--- config.mk ---
export PLATFORM = sky130hd
export DESIGN_NAME = alarm_sched
export DESIGN_NICKNAME = d
export VERILOG_FILES = /design/src/rtl/alarm_pkg.sv /design/src/rtl/rise_det.sv /design/src/rtl/alarm_sched.sv
export SDC_FILE = /design/constraint.sdc
export NUM_CORES = 1
export LEC_CHECK = 0
export CORE_ASPECT_RATIO = 0.5
export CORE_MARGIN = 2
export CORE_UTILIZATION = 47
export DETAILED_ROUTE_END_ITERATION = 8
export PLACE_DENSITY = 0.78
export SKIP_LAST_GASP = 1
export SLEW_MARGIN = 40
export SYNTH_ARGS = -nofsm -noshare
export SYNTH_HDL_FRONTEND = slang
export SYNTH_SLANG_ARGS = --single-unit
export TNS_END_PERCENT = 100
--- constraint.sdc ---
create_clock -name clk -period 2.4 [get_ports clk]
set_input_delay 0.48 -clock clk [delete_from_list [all_inputs] [get_ports clk]]
set_output_delay 0.48 -clock clk [all_outputs]
set_load 0.01 [all_outputs]
--- src/rtl/alarm_pkg.sv ---
// Shared types and default constants for the alarm sequencing controller.
package alarm_pkg;

  typedef enum logic [1:0] {
    A_IDLE   = 2'd0,
    A_RING   = 2'd1,
    A_SNOOZE = 2'd2
  } alarm_state_t;

  localparam int DEF_NS           = 60;
  localparam int DEF_SNOOZE_MIN   = 9;
  localparam int DEF_RING_TIMEOUT = 60;
  localparam int DEF_MAX_SNOOZE   = 3;

  // Keeps vectors at least one bit wide when a parameter collapses to 1.
  function automatic int width_of(input int n);
    return (n > 1) ? $clog2(n) : 1;
  endfunction

endpackage

--- src/rtl/rise_det.sv ---
// Registered rising-edge detector: one-cycle pulse on each 0->1 of d.
module rise_det (
  input  logic clk,
  input  logic rst,
  input  logic d,
  output logic pulse
);

  logic d_q;

  // NOTE: clocked state uses non-blocking assignment so every flop samples
  // the pre-edge value of its inputs, independent of statement order.
  always_ff @(posedge clk) begin
    if (rst) d_q <= 1'b0;
    else     d_q <= d;
  end

  assign pulse = d & ~d_q;

endmodule

--- src/rtl/alarm_sched.sv ---
// Alarm sequencing controller: IDLE/RING/SNOOZE FSM with bounded snoozes
// and an auto-off timeout, driven by the one-second tick.
module alarm_sched
  import alarm_pkg::*;
#(
  parameter int NS           = DEF_NS,
  parameter int SNOOZE_MIN   = DEF_SNOOZE_MIN,
  parameter int RING_TIMEOUT = DEF_RING_TIMEOUT,
  parameter int MAX_SNOOZE   = DEF_MAX_SNOOZE
) (
  input  logic                            clk,
  input  logic                            rst,
  input  logic                            tick,
  input  logic [6:0]                      tmin,
  input  logic [6:0]                      thrs,
  input  logic [6:0]                      amin,
  input  logic [6:0]                      ahrs,
  input  logic                            alarm_en,
  input  logic                            snooze_btn,
  input  logic                            off_btn,
  output logic                            buzz,
  output logic                            snoozing,
  output logic [$clog2(MAX_SNOOZE+1)-1:0] snooze_used,
  output logic [1:0]                      state
);

  localparam int RW = width_of(RING_TIMEOUT);
  localparam int SW = width_of(SNOOZE_MIN * NS + 1);
  localparam int UW = $clog2(MAX_SNOOZE + 1);

  localparam logic [RW-1:0] RING_LAST = RW'(RING_TIMEOUT - 1);
  localparam logic [SW-1:0] SNZ_LOAD  = SW'(SNOOZE_MIN * NS);
  localparam logic [UW-1:0] USED_MAX  = UW'(MAX_SNOOZE);

  alarm_state_t  state_q, state_d;
  logic [RW-1:0] ring_q, ring_d;
  logic [SW-1:0] snz_q, snz_d;
  logic [UW-1:0] used_q, used_d;

  logic match;
  logic trigger;
  logic snz_e;
  logic off_e;

  assign match = alarm_en && (tmin == amin) && (thrs == ahrs);

  // alarm_en is folded into match, so enabling inside the alarm minute
  // still produces an edge and rings.
  rise_det u_match_edge (.clk(clk), .rst(rst), .d(match),      .pulse(trigger));
  rise_det u_snz_edge   (.clk(clk), .rst(rst), .d(snooze_btn), .pulse(snz_e));
  rise_det u_off_edge   (.clk(clk), .rst(rst), .d(off_btn),    .pulse(off_e));

  always_ff @(posedge clk) begin
    if (rst) begin
      state_q <= A_IDLE;
      ring_q  <= '0;
      snz_q   <= '0;
      used_q  <= '0;
    end else begin
      state_q <= state_d;
      ring_q  <= ring_d;
      snz_q   <= snz_d;
      used_q  <= used_d;
    end
  end

  // NOTE: every combinational output is given a hold value first so no path
  // through the case leaves it unassigned, which would infer a latch.
  always_comb begin
    state_d = state_q;
    ring_d  = ring_q;
    snz_d   = snz_q;
    used_d  = used_q;

    if (!alarm_en) begin
      state_d = A_IDLE;
      ring_d  = '0;
      snz_d   = '0;
      used_d  = '0;
    end else begin
      case (state_q)
        A_IDLE: begin
          if (trigger) begin
            state_d = A_RING;
            ring_d  = '0;
            used_d  = '0;
          end
        end

        A_RING: begin
          // A refused snooze falls through so the tick still counts.
          if (off_e) begin
            state_d = A_IDLE;
            used_d  = '0;
          end else if (snz_e && (used_q < USED_MAX)) begin
            state_d = A_SNOOZE;
            snz_d   = SNZ_LOAD;
            used_d  = used_q + UW'(1);
          end else if (tick) begin
            if (ring_q == RING_LAST) begin
              state_d = A_IDLE;
              used_d  = '0;
            end else begin
              ring_d = ring_q + RW'(1);
            end
          end
        end

        A_SNOOZE: begin
          if (off_e) begin
            state_d = A_IDLE;
          end else if (tick) begin
            if (snz_q == SW'(1)) begin
              state_d = A_RING;
              ring_d  = '0;
            end else if (snz_q != '0) begin
              snz_d = snz_q - SW'(1);
            end
          end
        end

        default: state_d = A_IDLE;
      endcase
    end
  end

  assign buzz        = (state_q == A_RING);
  assign snoozing    = (state_q == A_SNOOZE);
  assign snooze_used = used_q;
  assign state       = state_q;

endmodule

==> run summary, run 1 <==
router iterations before antenna repair = 4
Worst slew margin = 70.23%
final-report setup violation count = 0
Clock Pin Slew Worst Setup and Hold Paths = 0.08 ns
largest net degree at the start of global routing = 13
worst r2r src = snooze_used[0]
final wirelength = 3.335 mm
clock share of power = 33.1%
post-DP HPWL = 2.661 mm
GPL Wtd Cong = 0.8148
Worst setup SP type = input pin
# DRC = 0
Syn. warnings = 0
number of H-tree levels = 1
row cnt = 14
hold path startpoint = ring_q[4]
Avg Cell Area, Syn = 8.547 um2
R2R Setup Slk = 0.55 ns
GRT met2 Usage = 36.89%
Crit Path Class = in -> reg
Min-Delay Path Depth = 2
sequential power share = 52.1%
final setup skew = 0.0007070 ns
post-synthesis cell area = 1419 um2
CTS Hold Bufs = 0
crit path time final = 2.057 ns
GRT busiest layer = met2
Resize count post-CTS = 0
I/O Buffers = 39
post-DR wirelength/cell = 13.18 um
synthesis-to-layout area growth = 36.95%
die span in y = 42.85 um
Final ANT Viol Nets = 0
sum of negative setup slack = 0 ns
Core Footprint = 2943 um2
Pint = 574.9 uW
n_diodes = 0
fin crit share = 85.71%
outcome = finished clean
Initial DRC Count = 56
number of flops mapped to enable cells by yosys = 0
max frequency = 486.2 MHz
Initial Util = 48.21%
overall via count from detail_route = 1,364
hold slack = 0.4970 ns
Async SR Flop Fraction = 0%
clk_lat worst skew = 0.27 ns
P_sw = 161.2 uW
sequential fraction of the synthesis area = 32.45%
Total Routing Usage GR = 20.92%
met1 Track Usage GR = 26.18%
CP Max Fanout = 6
Mapped Cells = 166
final-report hold violation count = 0
Worst setup EP type = flop
Synth Net Count = 205
total gr overflow = 0
CTS Buffer Depth = 2
worst slew pin tran = 0.4446 ns
Req. time, crit path = 2.56 ns
Max-cap violations = 0
Num CTS Buffers = 3
Switching Share = 21.90%
CTS tree = yes
initial antenna violation count = 0
Critical Path End = ring_q[5]
Crit Reg-Reg Endpoint = snz_q[7]
Pins Over Slew Limit = 0
grt met3 use = 4.043%
vias in the first global route = 1,315
RSZ-0062 raised after global routing = no
Post-CTS Setup Repair Bufs = 0
fillers = 248
CP arrival = 2.22 ns
Die Area = 3501 um2
global-route wire length before repair = 5.595 mm
Distinct cells, synth = 44
io pins = 40
Pwr Density = 378.8 nW/um2
Worst Hold Class = reg -> reg
width of the chip = 81.70 um
flops & latches, synth = 23
share of cells above drive strength 1 = 10.33%
crit path from = ahrs[4]
DR vias/cell = 5.391
nets = 253
Root Buffer Master = clkbuf_8
TritonCTS Sinks = 23
Worst R2R Path Depth = 6
top_reg_cell synth = dfxtp_1
peak supply drop = 0.0001632 V
Leak = 0.6728 nW
Combinational Power Share = 14.9%
[metrics by stage]
stage	setup WS [ns]	std cells	instance area, um2	total power [mW]	util, %
3_3_place_gp	0.1447	249	1898	0.4996	64.50
5_1_grt	0.2545	253	1943	0.7599	66.03
4_1_cts	0.3269	253	1943	0.7419	66.03
3_5_place_dp	0.04075	249	1898	0.5020	64.50
6_report	0.3431	253	1943	0.7361	66.03
2_1_floorplan	0.5731	166	1419	0.4330	-
[power by group through the flow]
stage                     Combinational [mW]  Sequential (mW)  Clock, mW
after CTS                              0.110            0.383      0.249
after global routing                   0.119            0.384      0.257
after floorplan                       0.0407            0.392          0
after global placement                 0.107            0.392          0
final                                  0.109            0.383      0.243
after detailed placement               0.110            0.392          0
[synthesized netlist by cell type, types with 2 or more instances]
cell type	instances	area (um2)
dfxtp_1	23	460.4
xnor2_1	20	175.2
nor2_1	17	63.81
nand2_1	13	48.80
nor3_1	9	45.04
a21oi_1	8	40.04
o21ai_0	7	35.03
nand4_1	6	37.54
ha_1	5	62.56
inv_1	5	18.77
nor2b_1	5	31.28
nand3_1	4	20.02
or4_1	4	30.03
a31oi_1	3	18.77
a211oi_1	2	15.01
buf_2	2	10.01
nand2b_1	2	12.51
nand4b_1	2	17.52
nor4b_2	2	30.03
o211ai_1	2	15.01
o31ai_1	2	15.01
[how the worst min path moves through the flow]
stage,endpoint
3_3_place_gp,ring_q[5]
4_1_cts,ring_q[4]
5_1_grt,ring_q[5]
6_report,ring_q[4]
3_5_place_dp,ring_q[4]
2_1_floorplan,ring_q[5]
[metal layers]
layer | vias to the layer above | part of all wire (%)
met3 | 2 | 5.1
li1 | 696 | -
met2 | 43 | 49
met5 | - | 0
met1 | 623 | 45
met4 | 0 | 0.33
[area by class of cell]
class / instances / area (um2) / share of cell area [%]
Inverter: 6 / 23.77 / 1.223
Tap cell: 40 / 50.05 / 2.576
Multi-Input combinational cell: 134 / 920.9 / 47.39
Timing Repair Buffer: 46 / 442.9 / 22.79
Sequential cell: 23 / 460.4 / 23.70
Clock buffer: 4 / 45.04 / 2.318
[critical path, stage by stage]
cell and delay [ns]:
clkdlybuf4s50_1 0.49, xnor2_1 0.13, nand4_1 0.16, nor4_1 0.30
buf_4 0.17, o211ai_1 0.18, o21ai_0 0.23, a21oi_1 0.08
[logic make-up after synthesis]
group           after synthesis  share of synthesized area, %
buf+inv                       9                         2.645
xor+xnor                     21                         12.96
fa+ha+maj                     5                         4.409
compound gates               33                         15.70
simple gates                 75                         31.84
flops                        23                         32.45
[state kept, by name, summed over array words and instances, names as in the netlist]
register and cells:
ring_q 6, snooze_used 2, snz_q 10, state 2, u_match_edge.d_q 1, u_off_edge.d_q 1
u_snz_edge.d_q 1
[cells in the final DEF (no fill, tap or decap), types with 2 or more instances in the layout]
cell type        synthesis  layout
nor4b_2                  2       2
clkbuf_8                 0       3
nand4b_1                 2       2
nand2_1                 13      13
o31ai_1                  2       2
a211oi_1                 2       2
ha_1                     5       5
inv_1                    5       5
o21ai_0                  7       7
nor2_1                  17      17
or4_1                    4       4
nor2b_1                  5       5
nand2b_1                 2       2
xnor2_1                 20      20
dfxtp_1                 23      23
nand3_1                  4       4
buf_4                    0       7
a31oi_1                  3       3
a21oi_1                  8       8
clkdlybuf4s50_1          0      39
o211ai_1                 2       2
nand4_1                  6       6
nor3_1                   9       9
Note: power is estimated with default switching activity, not from simulation.
==> run 2: changes to the inputs <==
CORE_UTILIZATION = 48   (was 47)
SYNTH_HIERARCHICAL = 1   (was not set)
==> run 2 against run 1 <==
Net effect:
- setup slack lost 0.25 ns
- via count is 13% higher
- critical path depth is 2 higher
- register-to-register slack worse by 0.12 ns
- synthesized cell count grew 1.2%
- hold slack got worse by 0.012 ns
- sequential power is essentially flat
- critical endpoint is now ring_q[1]
- largest cell class unchanged
==> run summary, run 2 <==
max frequency = 433.9 MHz (-11%)
final wirelength = 4.012 mm (+20%)
most common cell after layout, fill and taps aside = clkdlybuf4s50_1
CTS tree = yes
cell taking the most area after synthesis = dfxtp_1
Req. time, crit path = 2.53 ns (-0.03 ns)
outcome = finished clean
I/O Buffers = 39 (unchanged)
Critical Path End = ring_q[1]
post-DR wirelength/cell = 15.31 um (+16%)
biggest regs = snz_q (10), ring_q (6)
post-synthesis cell area = 1496 um2 (+5.5%)
crit path from = ahrs[5]
Synth top area share = 30.77% (-1.7 points)
Overall Power = 746.1 uW (+1.4%)
Worst slew margin = 61.77% (-8.5 points)
router iterations before antenna repair = 4 (unchanged)
Synth Net Count = 206 (+0.49%)
Largest Register = snz_q
most frequent cells in the layout = 39 x clkdlybuf4s50_1, 23 x dfxtp_1, 17 x buf_4
Worst Hold Class = reg -> reg
total gr overflow = 0 (unchanged)
final setup skew = 0.001882 ns (+0.001175 ns)
GPL Wtd Cong = 0.8618 (+5.8%)
Worst setup EP type = flop
Distinct cells, synth = 48 (+9.1%)
Resize count post-CTS = 0 (unchanged)
Total Routing Usage GR = 21.86% (+0.95 points)
Min-Delay Path Depth = 1 (-1)
Mapped Cells = 168 (+1.2%)
Worst R2R Path Depth = 6 (unchanged)
Pwr Density = 355.1 nW/um2 (-6.3%)
main area contributors after synthesis = dfxtp_1 31%, xnor2_1 8.2%, nor2b_4 5.5%
Core Footprint = 2995 um2 (+1.8%)
io pins = 40 (unchanged)
n_diodes = 0 (unchanged)
CP arrival = 2.43 ns (+0.21 ns)
initial antenna violation count = 0 (unchanged)
number of H-tree levels = 1 (unchanged)
R2R Setup Slk = 0.43 ns (-0.12 ns)
RSZ-0062 raised after global routing = no
Crit Path Class = in -> reg
number of flops mapped to enable cells by yosys = 0 (unchanged)
CTS Buffer Depth = 2 (unchanged)
Initial Util = 49.96% (+1.7 points)
placed cells = 258 (+3.6%)
vias in the first global route = 1,445 (+9.9%)
overall via count from detail_route = 1,546 (+13%)
worst slew pin tran = 0.5734 ns (+0.1288 ns)
flops & latches, synth = 23 (unchanged)
fillers = 238 (-4.0%)
post-DP HPWL = 3.065 mm (+15%)
final-report setup violation count = 0 (unchanged)
final-report hold violation count = 0 (unchanged)
Max-cap violations = 0 (unchanged)
crit path time final = 2.305 ns (+0.2477 ns)
Die Area = 3607 um2 (+3.0%)
largest net degree at the start of global routing = 13 (unchanged)
nets = 261 (+3.2%)
max reg flops = 10 (unchanged)
CP Max Fanout = 6 (unchanged)
most common cell in the netlist = dfxtp_1
area of the multi-input gates = 1001 um2 (+8.7%)
Area after DPL = 2034 um2 (+7.2%)
Post-CTS Setup Repair Bufs = 0 (unchanged)
clk_lat worst skew = 0.26 ns (about the same)
Num CTS Buffers = 3 (unchanged)
Syn. warnings = 6 (+6)
TritonCTS Sinks = 23 (unchanged)
Post-synth top cells = 23 x dfxtp_1, 14 x xnor2_1, 12 x a21oi_1
DR vias/cell = 5.901 (+9.4%)
worst r2r src = snz_q[0]
CTS Hold Bufs = 0 (unchanged)
Root Buffer Master = clkbuf_8
row cnt = 14 (unchanged)
Final ANT Viol Nets = 0 (unchanged)
# DRC = 0 (unchanged)
die span in y = 43.48 um (+1.5%)
Async SR Flop Fraction = 0% (unchanged)
fin area = 2101 um2 (+8.1%)
synthesis-to-layout area growth = 40.38%
top_reg_cell synth = dfxtp_1
Worst setup SP type = input pin
peak supply drop = 0.0001987 V (+22%)
Clock Pin Slew Worst Setup and Hold Paths = 0.08 ns (about the same)
fin crit share = 96.03% (+10 points)
sequential fraction of the synthesis area = 30.77% (-1.7 points)
Leak = 0.7052 nW (+4.8%)
Crit Reg-Reg Endpoint = snz_q[7]
Avg Cell Area, Syn = 8.907 um2 (+4.2%)
Final Non-Filler Cells = 262 (+3.6%)
Pins Over Slew Limit = 0 (unchanged)
global-route wire length before repair = 6.368 mm (+14%)
width of the chip = 82.96 um (+1.5%)
share of cells above drive strength 1 = 16.67% (+6.3 points)
Initial DRC Count = 60 (+7.1%)
Sequential Area = 460.4 um2 (unchanged)
-- run 2: cell types whose count changed after synthesis, moves of 3 or more --
cell / previous run / this run
a311oi_1: 1 / 7
nor2_1: 17 / 7
o22ai_1: 1 / 5
nand2_1: 13 / 5
xnor2_1: 20 / 14
nor3_1: 9 / 6
nor2b_4: 0 / 6
a21oi_1: 8 / 12
-- run 2: layer usage --
layer | vias up | track usage [%] | wire length, um | part of all wire [%]
li1 | 759 | - | - | -
met1 | 715 | 24.53 | 1653 | 41
met2 | 64 | 42.74 | 2062 | 51
met3 | 8 | 4.381 | 220 | 5.5
met4 | 0 | 7.541 | 76 | 1.9
met5 | - | 0 | 0 | 0
-- run 2: layout make-up --
cell class / instances / share of cell area [%]
clock buffer: 4 / 2.144
multi-input combinational: 132 / 47.65
timing repair buffer: 56 / 24.66
sequential: 23 / 21.92
inverter: 7 / 1.251
tap: 40 / 2.382
-- run 2: worst min path at each step --
stage | end | slack (ns) | startpoint
6_report | ring_q[5] | 0.49 | ring_q[5]
5_1_grt | ring_q[5] | 0.50 | ring_q[5]
4_1_cts | ring_q[5] | 0.49 | ring_q[5]
3_5_place_dp | ring_q[5] | 0.47 | ring_q[5]
3_3_place_gp | snooze_used[0] | 0.46 | snooze_used[0]
2_1_floorplan | ring_q[5] | 0.44 | ring_q[5]
-- run 2: power by group --
part	leakage [nW]	internal [mW]	total [mW]	switching (mW)
combinational	0.497	0.0782	0.118	0.0393
sequential	0.186	0.383	0.385	0.00154
clock	0.0228	0.119	0.244	0.125
-- run 2: kinds of logic after synthesis --
| group | after synthesis | synth area share, % |
|---|---|---|
| AOI/OAI and AO/OA | 52 | 24.58 |
| buffers and inverters | 13 | 3.762 |
| DFF | 23 | 30.77 |
| adders and majority gates | 4 | 3.345 |
| and+or+nand+nor | 62 | 29.35 |
| xor gates and xnor gates | 14 | 8.194 |
-- run 2: worst max-delay path: stages --
cell             delay, ns
clkdlybuf4s50_1       0.49
xnor2_1               0.15
nand4_1               0.14
nor4_2                0.25
buf_4                 0.15
nor2b_4               0.14
nand2b_1              0.08
o21ai_2               0.19
a2bb2oi_4             0.22
a311oi_1              0.12
-- run 2: metrics by stage --
stage | util [%] | worst slack, ns | hold WS [ns] | TNS (ns)
2_1_floorplan | - | 0.4510 | 0.4416 | 0
3_3_place_gp | 67.92 | -0.1874 | 0.4616 | -1.118
3_5_place_dp | 67.92 | -0.2592 | 0.4713 | -1.634
4_1_cts | 69.42 | 0.01496 | 0.4879 | 0
5_1_grt | 70.13 | 0.01727 | 0.4974 | 0
6_report | 70.13 | 0.09536 | 0.4854 | 0
